**src/rtl/alu_pkg.sv**
```systemverilog
// alu_pkg: types and constants shared by the ALU result buffer slice.
//   alu_sel_t      : 4-bit opcode that produced a result (ALU opcode map)
//   alu_res_t      : packed storage entry {sel, carry, data}
//   ALU_RES_DATA_W : widest result the entry can hold; narrower results are
//                    zero-extended, so the unused upper bits stay constant
//   ALU_STAT_W     : width of the statistics counters
package alu_pkg;

    typedef enum logic [3:0] {
        ALU_ADD  = 4'h0,
        ALU_SUB  = 4'h1,
        ALU_MUL  = 4'h2,
        ALU_DIV  = 4'h3,
        ALU_SHL  = 4'h4,
        ALU_SHR  = 4'h5,
        ALU_ROL  = 4'h6,
        ALU_ROR  = 4'h7,
        ALU_AND  = 4'h8,
        ALU_OR   = 4'h9,
        ALU_XOR  = 4'hA,
        ALU_NOR  = 4'hB,
        ALU_NAND = 4'hC,
        ALU_XNOR = 4'hD,
        ALU_GT   = 4'hE,
        ALU_EQ   = 4'hF
    } alu_sel_t;

    localparam int ALU_RES_DATA_W = 32;
    localparam int ALU_STAT_W     = 16;

    typedef struct packed {
        alu_sel_t                  sel;
        logic                      carry;
        logic [ALU_RES_DATA_W-1:0] data;
    } alu_res_t;

endpackage

```
**src/rtl/alu_res_stats.sv**
```systemverilog
// alu_res_stats: saturating pair of beat counters for the result buffer.
//   clk, rst_n : clock, asynchronous active-low reset
//   clr        : synchronous clear, wins over a same-cycle increment
//   inc        : one beat accepted this cycle
//   inc_carry  : accepted beat had carry set
//   total      : accepted beats, saturates at all-ones
//   carry_cnt  : accepted beats with carry, saturates at all-ones
module alu_res_stats
    import alu_pkg::*;
(
    input  logic                  clk,
    input  logic                  rst_n,
    input  logic                  clr,
    input  logic                  inc,
    input  logic                  inc_carry,
    output logic [ALU_STAT_W-1:0] total,
    output logic [ALU_STAT_W-1:0] carry_cnt
);

    always_ff @(posedge clk or negedge rst_n) begin
        if (!rst_n) begin
            total     <= '0;
            carry_cnt <= '0;
        end else if (clr) begin
            total     <= '0;
            carry_cnt <= '0;
        end else begin
            if (inc && (total != '1))
                total <= total + ALU_STAT_W'(1);
            if (inc_carry && (carry_cnt != '1))
                carry_cnt <= carry_cnt + ALU_STAT_W'(1);
        end
    end

endmodule

```
**src/rtl/alu_result_fifo.sv**
```systemverilog
// alu_result_fifo: registered capture buffer behind the combinational ALU.
// Each accepted beat stores {ALU_Sel, CarryOut, ALU_Out}; entries are replayed
// in order over a valid/ready handshake.
//   clk, rst_n           : clock, asynchronous active-low reset
//   in_valid / in_ready  : producer handshake (in_ready = !full, registered only)
//   in_data/carry/sel    : ALU result, carry and opcode tag
//   out_valid / out_ready: consumer handshake (out_valid = !empty)
//   out_data/carry/sel   : head entry, forced to zero while empty
//   out_zero             : head data is zero, qualified by out_valid
//   count                : occupancy, 0..DEPTH
// Optional feature macro ALU_RES_STATS_EN adds stat_clr, stat_total and
// stat_carry (saturating beat counters).
module alu_result_fifo
    import alu_pkg::*;
#(
    parameter int DATA_W = 8,
    parameter int DEPTH  = 4
) (
    input  logic                     clk,
    input  logic                     rst_n,
    input  logic                     in_valid,
    output logic                     in_ready,
    input  logic [DATA_W-1:0]        in_data,
    input  logic                     in_carry,
    input  logic [3:0]               in_sel,
    output logic                     out_valid,
    input  logic                     out_ready,
    output logic [DATA_W-1:0]        out_data,
    output logic                     out_carry,
    output logic [3:0]               out_sel,
    output logic                     out_zero,
    output logic [$clog2(DEPTH):0]   count
`ifdef ALU_RES_STATS_EN
    ,
    input  logic                     stat_clr,
    output logic [ALU_STAT_W-1:0]    stat_total,
    output logic [ALU_STAT_W-1:0]    stat_carry
`endif
);

    localparam int PTR_W = $clog2(DEPTH);
    localparam int CNT_W = PTR_W + 1;

    if ((DEPTH < 2) || ((DEPTH & (DEPTH - 1)) != 0)) begin : g_bad_depth
        $error("alu_result_fifo: DEPTH must be a power of two and at least 2");
    end
    if (DATA_W > ALU_RES_DATA_W) begin : g_bad_width
        $error("alu_result_fifo: DATA_W exceeds the entry data width");
    end

    logic [PTR_W-1:0] wr_ptr;
    logic [PTR_W-1:0] rd_ptr;
    logic [CNT_W-1:0] cnt;
    alu_res_t         mem [DEPTH];
    alu_res_t         head;
    logic             full;
    logic             empty;
    logic             push;
    logic             pop;

    assign full  = (cnt == CNT_W'(DEPTH));
    assign empty = (cnt == '0);

    // in_ready comes from registered occupancy only, so a full buffer turns
    // away a push even when the consumer pops in the same cycle.
    assign push = in_valid && !full;
    assign pop  = !empty && out_ready;

    always_ff @(posedge clk or negedge rst_n) begin
        if (!rst_n) begin
            wr_ptr <= '0;
            rd_ptr <= '0;
            cnt    <= '0;
            for (int i = 0; i < DEPTH; i++)
                mem[i] <= '0;
        end else begin
            if (push) begin
                mem[wr_ptr] <= '{sel:   alu_sel_t'(in_sel),
                                 carry: in_carry,
                                 data:  ALU_RES_DATA_W'(in_data)};
                wr_ptr      <= wr_ptr + PTR_W'(1);
            end
            if (pop)
                rd_ptr <= rd_ptr + PTR_W'(1);
            case ({push, pop})
                2'b10:   cnt <= cnt + CNT_W'(1);
                2'b01:   cnt <= cnt - CNT_W'(1);
                default: cnt <= cnt;
            endcase
        end
    end

    // Outputs come straight from storage and occupancy, so they drop the
    // moment rst_n asserts and never show an entry in its push cycle.
    assign head      = mem[rd_ptr];
    assign in_ready  = !full;
    assign out_valid = !empty;
    assign count     = cnt;
    assign out_data  = out_valid ? head.data[DATA_W-1:0] : '0;
    assign out_carry = out_valid && head.carry;
    assign out_sel   = out_valid ? head.sel : 4'h0;
    // Upper entry bits are always zero, so comparing the full field is exact.
    assign out_zero  = out_valid && (head.data == '0);

`ifdef ALU_RES_STATS_EN
    alu_res_stats u_stats (
        .clk       (clk),
        .rst_n     (rst_n),
        .clr       (stat_clr),
        .inc       (push),
        .inc_carry (push && in_carry),
        .total     (stat_total),
        .carry_cnt (stat_carry)
    );
`endif

endmodule

```
**config.mk**
```make
export PLATFORM = sky130hd
export DESIGN_NAME = alu_result_fifo
export DESIGN_NICKNAME = d
export VERILOG_FILES = /design/src/rtl/alu_pkg.sv /design/src/rtl/alu_res_stats.sv /design/src/rtl/alu_result_fifo.sv
export SDC_FILE = /design/constraint.sdc
export NUM_CORES = 1
export LEC_CHECK = 0
export CAP_MARGIN = 20
export CELL_PAD_IN_SITES_DETAIL_PLACEMENT = 2
export CELL_PAD_IN_SITES_GLOBAL_PLACEMENT = 2
export CORE_MARGIN = 1.5
export CORE_UTILIZATION = 39
export DETAILED_ROUTE_END_ITERATION = 7
export PLACE_DENSITY = 0.87
export SLEW_MARGIN = 20
export SYNTH_ARGS = -nofsm -noshare
export SYNTH_HDL_FRONTEND = slang
export SYNTH_SLANG_ARGS = --single-unit
```
**constraint.sdc**
```tcl
create_clock -name clk -period 2.7 [get_ports clk]
set_input_delay 0.54 -clock clk [delete_from_list [all_inputs] [get_ports clk]]
set_output_delay 0.54 -clock clk [all_outputs]
set_load 0.05 [all_outputs]
```
==> impl_results.md <==
* Die H at 87.5 microns
* Critical-path top delay cell: mux4_1
* DR vias/cell at 5.17
* WP buf/inv at 1
* Final Hold Fails at 0
* HP Class: input pin to async pin
* CP peak stage delay at 0.70 ns
* Ranking of synthesized cells by area: dfrtp_1 (53%), mux2_2 (21%), mux4_2 (8.1%), and2_1 (2.9%), mux4_1 (2.8%)
* Post-route DRC at 0
* CTS root buf: clkbuf_8
* FF+latch count, synth at 59
* Crit Reg-Reg Endpoint: count[2]
* Synth Warn # at 0
* Commonest cells after routing, fill and taps aside: dfrtp_1 (58), mux2_2 (53), buf_4 (23), clkdlybuf4s50_1 (20), and2_1 (13)
* Cell Chain, Critical Path: mux4_1 > nor4_4 > and4bb_2 > buf_12
* Number of routed nets with antenna violations at 0
* Crit path max-delay family: multiplexers
* Endpoints failing setup at 1
* Initial Util at 40.6%
* CP Max Fanout at 8
* R2r setup slk at 0.25 ns
* Tcrit/Tclk final at 105%
* Hold_ws at 0.346 ns
* Fraction of layout cells with a size suffix above 1 at 47.6%
* RSZ-0062 raised after global routing: yes
* Antenna violations before repair at 0
* Clk_skew at 0.00944 ns
* Routability congestion estimate at 0.719
* Die area at 7660 sq um
* Global-route usage over all layers at 20.8%
* Avg WL per Cell at 22.7 microns
* # IOs at 36
* CP Depth at 4
* Util after Layout at 51.1%
* Max Slew Vio Count at 0
* Status: finished, violations left
* Achievable Freq at 352 MHz
* Setup WS post-layout at -0.140 ns
* Clock Latency Late Sink at 0.34 ns
* CTS buffer count at 9
* Clock-pin slew on the worst setup and hold paths at 0.07 ns
* Worst setup path end: out_zero
* Commonest non-fill, non-tap cell in the layout: dfrtp_1
* Die width at 87.5 microns
* Fin nets at 249
* Worst Path Required at 2.16 ns
* Post-Synthesis Net Count at 202
* CTS tree: built
* Drt pass-1 iters at 4
* Crit path arrival time at 2.30 ns
* Failing checks: setup timing
* Vias in the first global route at 1,866
* Least-Margin Pin Slew at 0.769 ns
* Placement Setup Slack at 0.0638 ns
* Largest net degree at the start of global routing at 60
* DRT Wirelength at 7420 microns
* Clock buffer depth at 2
* Clock Sink Count at 59
* Initial drt markers at 69
* ANT cells at 0
* R2R Path Start: count[0]
* H-tree depth reported by CTS at 3
* Max Cap Violations at 0
* FILL cells at 643
* Critical path origin: rd_ptr[0]
* P&R area growth vs syn at 25.9%
* Leading area contributor after synthesis: dfrtp_1
* First-pass GRT wire length at 11,000 microns
* Cells after Synth at 179
* Slew margin rel. at 48.7%
* CORE AREA at 6870 sq um
* Synth top area share at 53.0%
* Vias post-DR at 1,689
* Row count at 30
* Tmin final at 2.84 ns
* CP Launch Type: flip-flop
* Port Buf Inserts at 35
* Critical path class: flip-flop to output pin
* Crit path capture type: output pin
* Synthesized area per cell at 15.6 sq um
* R2R depth at 8
* Detail Placement HPWL at 4430 microns
* Overflow after GRT at 0
* Synth unique cells at 23
* Netlist Area Pre-Place at 2790 sq um
* Sequential-to-total area share from yosys stat at 53.0%
-- logic make-up after synthesis --
logic type	synth area share, %
xor+xnor	1.89
fa+ha+maj	2.96
buf+inv	3.68
flops	53.0
mux	32.7
simple gates	5.79
-- repair_timing --
action | 4_1_cts | 5_1_grt
setup buffers | 1 | 1
pin swaps | 2 | 1
gates resized for setup | 3 | 2
setup endpoints to repair | 4 | 1
hold buffers | 0 | 0
endpoints found under the hold margin | 0 | 0
-- layer usage --
metal,wire length [microns],global-route usage (%),part of all wire [%],vias to the layer above
li1,-,-,-,740
met1,3200,27.3,43,896
met2,3850,34.1,52,36
met3,154,3.70,2.1,17
met4,219,8.66,3.0,0
met5,0,0,0,-
-- synth_stat cells --
| cell | n |
|---|---|
| and2_1 | 13 |
| and2_2 | 1 |
| and4bb_1 | 1 |
| buf_1 | 1 |
| buf_2 | 1 |
| buf_6 | 6 |
| clkbuf_1 | 2 |
| dfrtp_1 | 59 |
| fa_1 | 1 |
| ha_1 | 5 |
| inv_1 | 5 |
| mux2_2 | 53 |
| mux2i_1 | 1 |
| mux4_1 | 3 |
| mux4_2 | 10 |
| nand2_1 | 1 |
| nand3_1 | 5 |
| nor2_1 | 1 |
| nor4_1 | 1 |
| or3_1 | 2 |
| or3b_2 | 1 |
| xnor2_1 | 3 |
| xor2_1 | 3 |
-- area by class of cell --
class | instances | area, sq um | area share [%]
Timing Repair Buffer | 46 | 409 | 11.7
Tap cell | 96 | 120 | 3.42
Multi-Input combinational cell | 105 | 1220 | 34.8
Sequential cell | 59 | 1480 | 42.1
Clock inverter | 4 | 95.1 | 2.71
Clock buffer | 12 | 165 | 4.71
Inverter | 5 | 18.8 | 0.535
-- sequential cells by signal, summed over array words and instances, names as in the netlist --
signal  flops
wr_ptr      2
mem        52
rd_ptr      2
count       3
-- metrics by stage --
stage	instances	cell area [sq um]	TNS, ns
floorplan	179	2790	0
finish	327	3510	-0.140
global placement	309	3210	0
CTS	326	3490	-0.144
detailed placement	309	3210	0
global route	327	3510	-0.212
-- worst min path at each step --
stage                     depth (start not counted)    from        to
after CTS                                         2   rst_n   mem[79]
after global routing                              2   rst_n    mem[6]
after global placement                            1  mem[2]    mem[2]
final                                             2   rst_n   mem[80]
after detailed placement                          1  mem[0]    mem[0]
after floorplan                                   0   rst_n  count[0]
Power is left out: the tool's default activity adds up to more than one toggle a clock period on the data nets, which glitch-free logic cannot reach.
